--- src/rtl/encoder_rr_8x3.sv ---
// Round-robin priority encoder with a one-entry registered output slot.
// Grants the first set request at or above the rotating pointer and counts handshakes.
module encoder_rr_8x3 #(
   parameter int INPUT_WIDTH   = 8,
   parameter int OUTPUT_LENGTH = 3
) (
   input  logic                     clk_i,
   input  logic                     rst_n_i,
   input  logic [INPUT_WIDTH-1:0]   req_i,
   input  logic                     enable_i,
   input  logic                     out_ready_i,
   output logic [OUTPUT_LENGTH-1:0] out_o,
   output logic                     valid_o,
   output logic                     multi_o,
   output logic [7:0]               grant_count_o
);

   localparam logic [OUTPUT_LENGTH-1:0] PTR_ONE = {{(OUTPUT_LENGTH-1){1'b0}}, 1'b1};
   localparam logic [INPUT_WIDTH-1:0]   REQ_ONE = {{(INPUT_WIDTH-1){1'b0}}, 1'b1};

   logic [OUTPUT_LENGTH-1:0] r_out;
   logic                     r_valid;
   logic                     r_multi;
   logic [7:0]               r_count;
   logic [OUTPUT_LENGTH-1:0] r_ptr;

   logic                     w_slot_free;
   logic                     w_capture;
   logic                     w_handshake;
   logic                     w_found;
   logic [OUTPUT_LENGTH-1:0] w_sel;
   logic [OUTPUT_LENGTH-1:0] w_scan_idx;
   logic [OUTPUT_LENGTH-1:0] w_out_nxt;
   logic                     w_valid_nxt;
   logic                     w_multi_nxt;
   logic [7:0]               w_count_nxt;
   logic [OUTPUT_LENGTH-1:0] w_ptr_nxt;

   assign w_slot_free = ~r_valid | out_ready_i;
   assign w_capture   = w_slot_free & enable_i & (|req_i);
   assign w_handshake = r_valid & out_ready_i;

   // Circular scan upward from the pointer; index arithmetic wraps at the power-of-two width.
   always_comb begin
      w_found    = 1'b0;
      w_sel      = r_ptr;
      w_scan_idx = r_ptr;
      for (int k = 0; k < INPUT_WIDTH; k++) begin
         w_scan_idx = r_ptr + OUTPUT_LENGTH'(k);
         if (!w_found && req_i[w_scan_idx]) begin
            w_found = 1'b1;
            w_sel   = w_scan_idx;
         end else begin
            w_found = w_found;
            w_sel   = w_sel;
         end
      end
   end

   // Next-state selection for the output slot, pointer and handshake counter.
   always_comb begin
      w_out_nxt   = r_out;
      w_valid_nxt = r_valid;
      w_multi_nxt = r_multi;
      w_ptr_nxt   = r_ptr;
      if (w_capture) begin
         w_out_nxt   = w_sel;
         w_valid_nxt = 1'b1;
         w_multi_nxt = |(req_i & (req_i - REQ_ONE));
         w_ptr_nxt   = w_sel + PTR_ONE;
      end else if (w_slot_free) begin
         w_valid_nxt = 1'b0;
      end else begin
         w_valid_nxt = r_valid;
      end
      if (w_handshake) begin
         w_count_nxt = r_count + 8'd1;
      end else begin
         w_count_nxt = r_count;
      end
   end

   // State registers; reset drops any pending result without counting it.
   always_ff @(posedge clk_i or negedge rst_n_i) begin
      if (!rst_n_i) begin
         r_out   <= '0;
         r_valid <= 1'b0;
         r_multi <= 1'b0;
         r_count <= 8'd0;
         r_ptr   <= '0;
      end else begin
         r_out   <= w_out_nxt;
         r_valid <= w_valid_nxt;
         r_multi <= w_multi_nxt;
         r_count <= w_count_nxt;
         r_ptr   <= w_ptr_nxt;
      end
   end

   assign out_o         = r_out;
   assign valid_o       = r_valid;
   assign multi_o       = r_multi;
   assign grant_count_o = r_count;

endmodule

--- config.mk ---
export PLATFORM = sky130hd
export DESIGN_NAME = encoder_rr_8x3
export DESIGN_NICKNAME = d
export VERILOG_FILES = /design/src/rtl/encoder_rr_8x3.sv
export SDC_FILE = /design/constraint.sdc
export NUM_CORES = 1
export LEC_CHECK = 0
export CAP_MARGIN = 20
export CELL_PAD_IN_SITES_DETAIL_PLACEMENT = 0
export CELL_PAD_IN_SITES_GLOBAL_PLACEMENT = 1
export CORE_MARGIN = 5
export CORE_UTILIZATION = 42
export DETAILED_ROUTE_END_ITERATION = 7
export PLACE_DENSITY_LB_ADDON = 0.12
export SETUP_SLACK_MARGIN = 0.2
export SLEW_MARGIN = 40
export SYNTH_ARGS = -nofsm -noshare
export SYNTH_HDL_FRONTEND = slang
export SYNTH_SLANG_ARGS = --single-unit
--- constraint.sdc ---
create_clock -name clk_i -period 4.51 [get_ports clk_i]
set_input_delay 0.6765 -clock clk_i [delete_from_list [all_inputs] [get_ports clk_i]]
set_output_delay 0.6765 -clock clk_i [all_outputs]
set_load 0.02 [all_outputs]
==> results_dict.tcl <==
set metrics [dict create \
    status "completed" \
    critPathCaptureType "flop" \
    tightest_slew_ps 599 \
    critPathRequiredTime_ps 4690 \
    final_nets 203 \
    cap_violations 0 \
    pin_count 25 \
    holdWs_ps 330 \
    syn-num-nets 177 \
    grt_pass1_vias 1381 \
    async_reset_ff_share_pct 100 \
    cts_tree "done" \
    hold_buffers 0 \
    routedWlPerCell_um 16.5 \
    synth_edf_count 0 \
    cts_buffers 3 \
    grt_overflow 0 \
    synthFlopType "dfrtp_1" \
    critical_path_arrival_ps 4140 \
    drc 0 \
    synth_area_per_cell_um2 10.1 \
    synth_cell_types 50 \
    multi_input_area_um2 1170 \
    period_share_pct 87.7 \
    syn_inst 161 \
    start_util_pct 43.8 \
    dieArea_um2 5220 \
    cts_buffer_depth 2 \
    slew_headroom_pct 60.0 \
    grt.total_usage_pct 15.4 \
    core.rowCount 22 \
    ctsResizeCount 0 \
    cts.sinks 16 \
    vias 1417 \
    ant_nets 0 \
    firstDrtPassIters 4 \
    gp_congestion 0.922 \
    htreeDepth 1 \
    wl_mm 3.85 \
    max_freq_mhz 253 \
    drive_gt1_share_pct 16.7 \
    fin_skew_ps 1.94 \
    synth_top_area_share_pct 24.6 \
    core-area_um2 3720 \
    post-route-min-period_ps 3960 \
    ys_ff_latch 16 \
    layout.cells.non_filler 234 \
    yosys.area.top_type "dfrtp_1" \
    crit_type "reg -> reg" \
    hold_viol 0 \
    critPathMaxFanout 14 \
    dp.cells 230 \
    rsz0062_at_grt "no" \
    syn_to_final_growth_pct 20.7 \
    drtIter0Drc 28 \
    grt_pass1_wl_mm 6.53 \
    synth_area_um2 1630 \
    tns_ps 0 \
    start_kind "flop" \
    antenna_found_initial 0 \
    yosysWarnings 0 \
    netlist_top_cells_area "dfrtp_1 (25%), mux4_2 (12%), mux2i_1 (5.5%)" \
    finalMaxSlewViolations 0 \
    worstSkewPairLatency_ps 250 \
    seq_area_um2 400 \
    dp_hpwl_mm 3.02 \
    finalSetupViolations 0 \
    diodes 0 \
    grt_max_degree 17 \
    cts_root_buffer "clkbuf_8" \
    clk_pin_slew_ps 60 \
    fillers 361 \
    cts_setup_buffers 0 \
    port-buffer-count 24 \
    ys_seq_area_share_pct 24.6 \
    vias_per_cell 6.06 \
    die_y_um 72.3 \
    die_x_um 72.3 \
    hold_path_class "in -> async" \
]
[path summary, 6_finish.rpt]
path	cells past startpoint	to	slack [ps]	start
setup / recovery	14	r_ptr[2]	550	r_ptr[0]
hold / removal	1	grant_count_o[3]	330	rst_n_i
setup reg to reg	14	r_ptr[2]	550	r_ptr[0]
hold reg to reg	1	out_o[2]	470	out_o[2]
max in group asynchronous	1	grant_count_o[5]	3930	rst_n_i
min in group clk_i	1	out_o[2]	470	out_o[2]
[layer usage]
metal  wire (µm)  GRT usage (%)
met3         165           3.60
met2        1910           25.2
met1        1740           20.4
met4          31           3.97
met5           0              0
[synth_stat cells (2+ instances only)]
library cell / instances
o211ai_1: 2
nand2b_1: 3
o21a_1: 2
mux4_1: 2
inv_1: 5
nand3_1: 5
a21o_1: 2
o22a_1: 2
and2_1: 2
and3_1: 3
nor2_1: 10
nor3_1: 2
o21bai_1: 2
a21oi_1: 3
mux4_2: 9
a31oi_1: 5
mux2i_1: 9
mux2_2: 7
xnor2_1: 8
xor2_1: 4
or4_1: 2
dfrtp_1: 16
nor2b_1: 2
buf_2: 5
ha_1: 4
nand2_1: 12
o21ai_0: 9
a211oi_1: 2
[per-stage QoR]
stage               setup slack, ps  cell area, µm²  utilization, %
detailed placement              550            1910            51.5
CTS                             624            1970            53.0
global placement                653            1910            51.5
floorplan                      1130            1630               -
global route                    263            1960            52.9
finish                          553            1960            52.9
[final cells by class]
| type | instances | share of cell area, % |
|---|---|---|
| timing repair buffer | 27 | 13.1 |
| sequential | 16 | 20.4 |
| clock buffer | 4 | 2.80 |
| multi-input combinational | 133 | 59.5 |
| inverter | 6 | 1.15 |
| tap | 48 | 3.06 |
[worst max-delay path, cell delays in order, from the launching register on]
cell,delay (ps)
dfrtp_1,360
inv_2,90
ha_1,680
mux2i_1,260
mux4_2,510
a32oi_1,490
or2_4,250
o2bb2ai_4,70
xnor2_1,210
ha_1,230
inv_1,70
nor4_1,330
a32o_1,210
a31oi_1,40
nand2_1,90
[cell families after synthesis]
| group | count (synthesis) | synth area share (%) |
|---|---|---|
| buf+inv | 12 | 3.61 |
| mux | 29 | 27.8 |
| xor+xnor | 12 | 6.46 |
| fa+ha+maj | 5 | 3.69 |
| flops | 16 | 24.6 |
| simple gates | 50 | 16.4 |
| compound gates | 37 | 17.4 |
[state kept, by name, summed over array words and instances, names as in the netlist]
signal,flops
grant_count_o,8
r_ptr,3
valid_o,1
multi_o,1
out_o,3
[cell usage in the layout (no fill, tap or decap), types with 2 or more instances in the layout]
cell and n:
buf_4 3, a21oi_1 3, a211oi_1 2, nand2_1 12
nor3_1 2, and2_1 2, o211ai_1 2, dfrtp_1 16
o21ai_0 9, nor2b_1 2, clkbuf_8 4, nand3_1 5
o21a_1 2, mux2_2 7, nand2b_1 3, and3_1 3
xor2_1 4, inv_1 5, ha_1 4, mux4_1 2
mux2i_1 9, nor2_1 10, or4_1 2, o21bai_1 2
o22a_1 2, a21o_1 2, a31oi_1 5, xnor2_1 8
clkdlybuf4s50_1 23, mux4_2 9
Power is not shown: default switching activity piles up to over one toggle a cycle in this logic, so the estimate is an artifact.
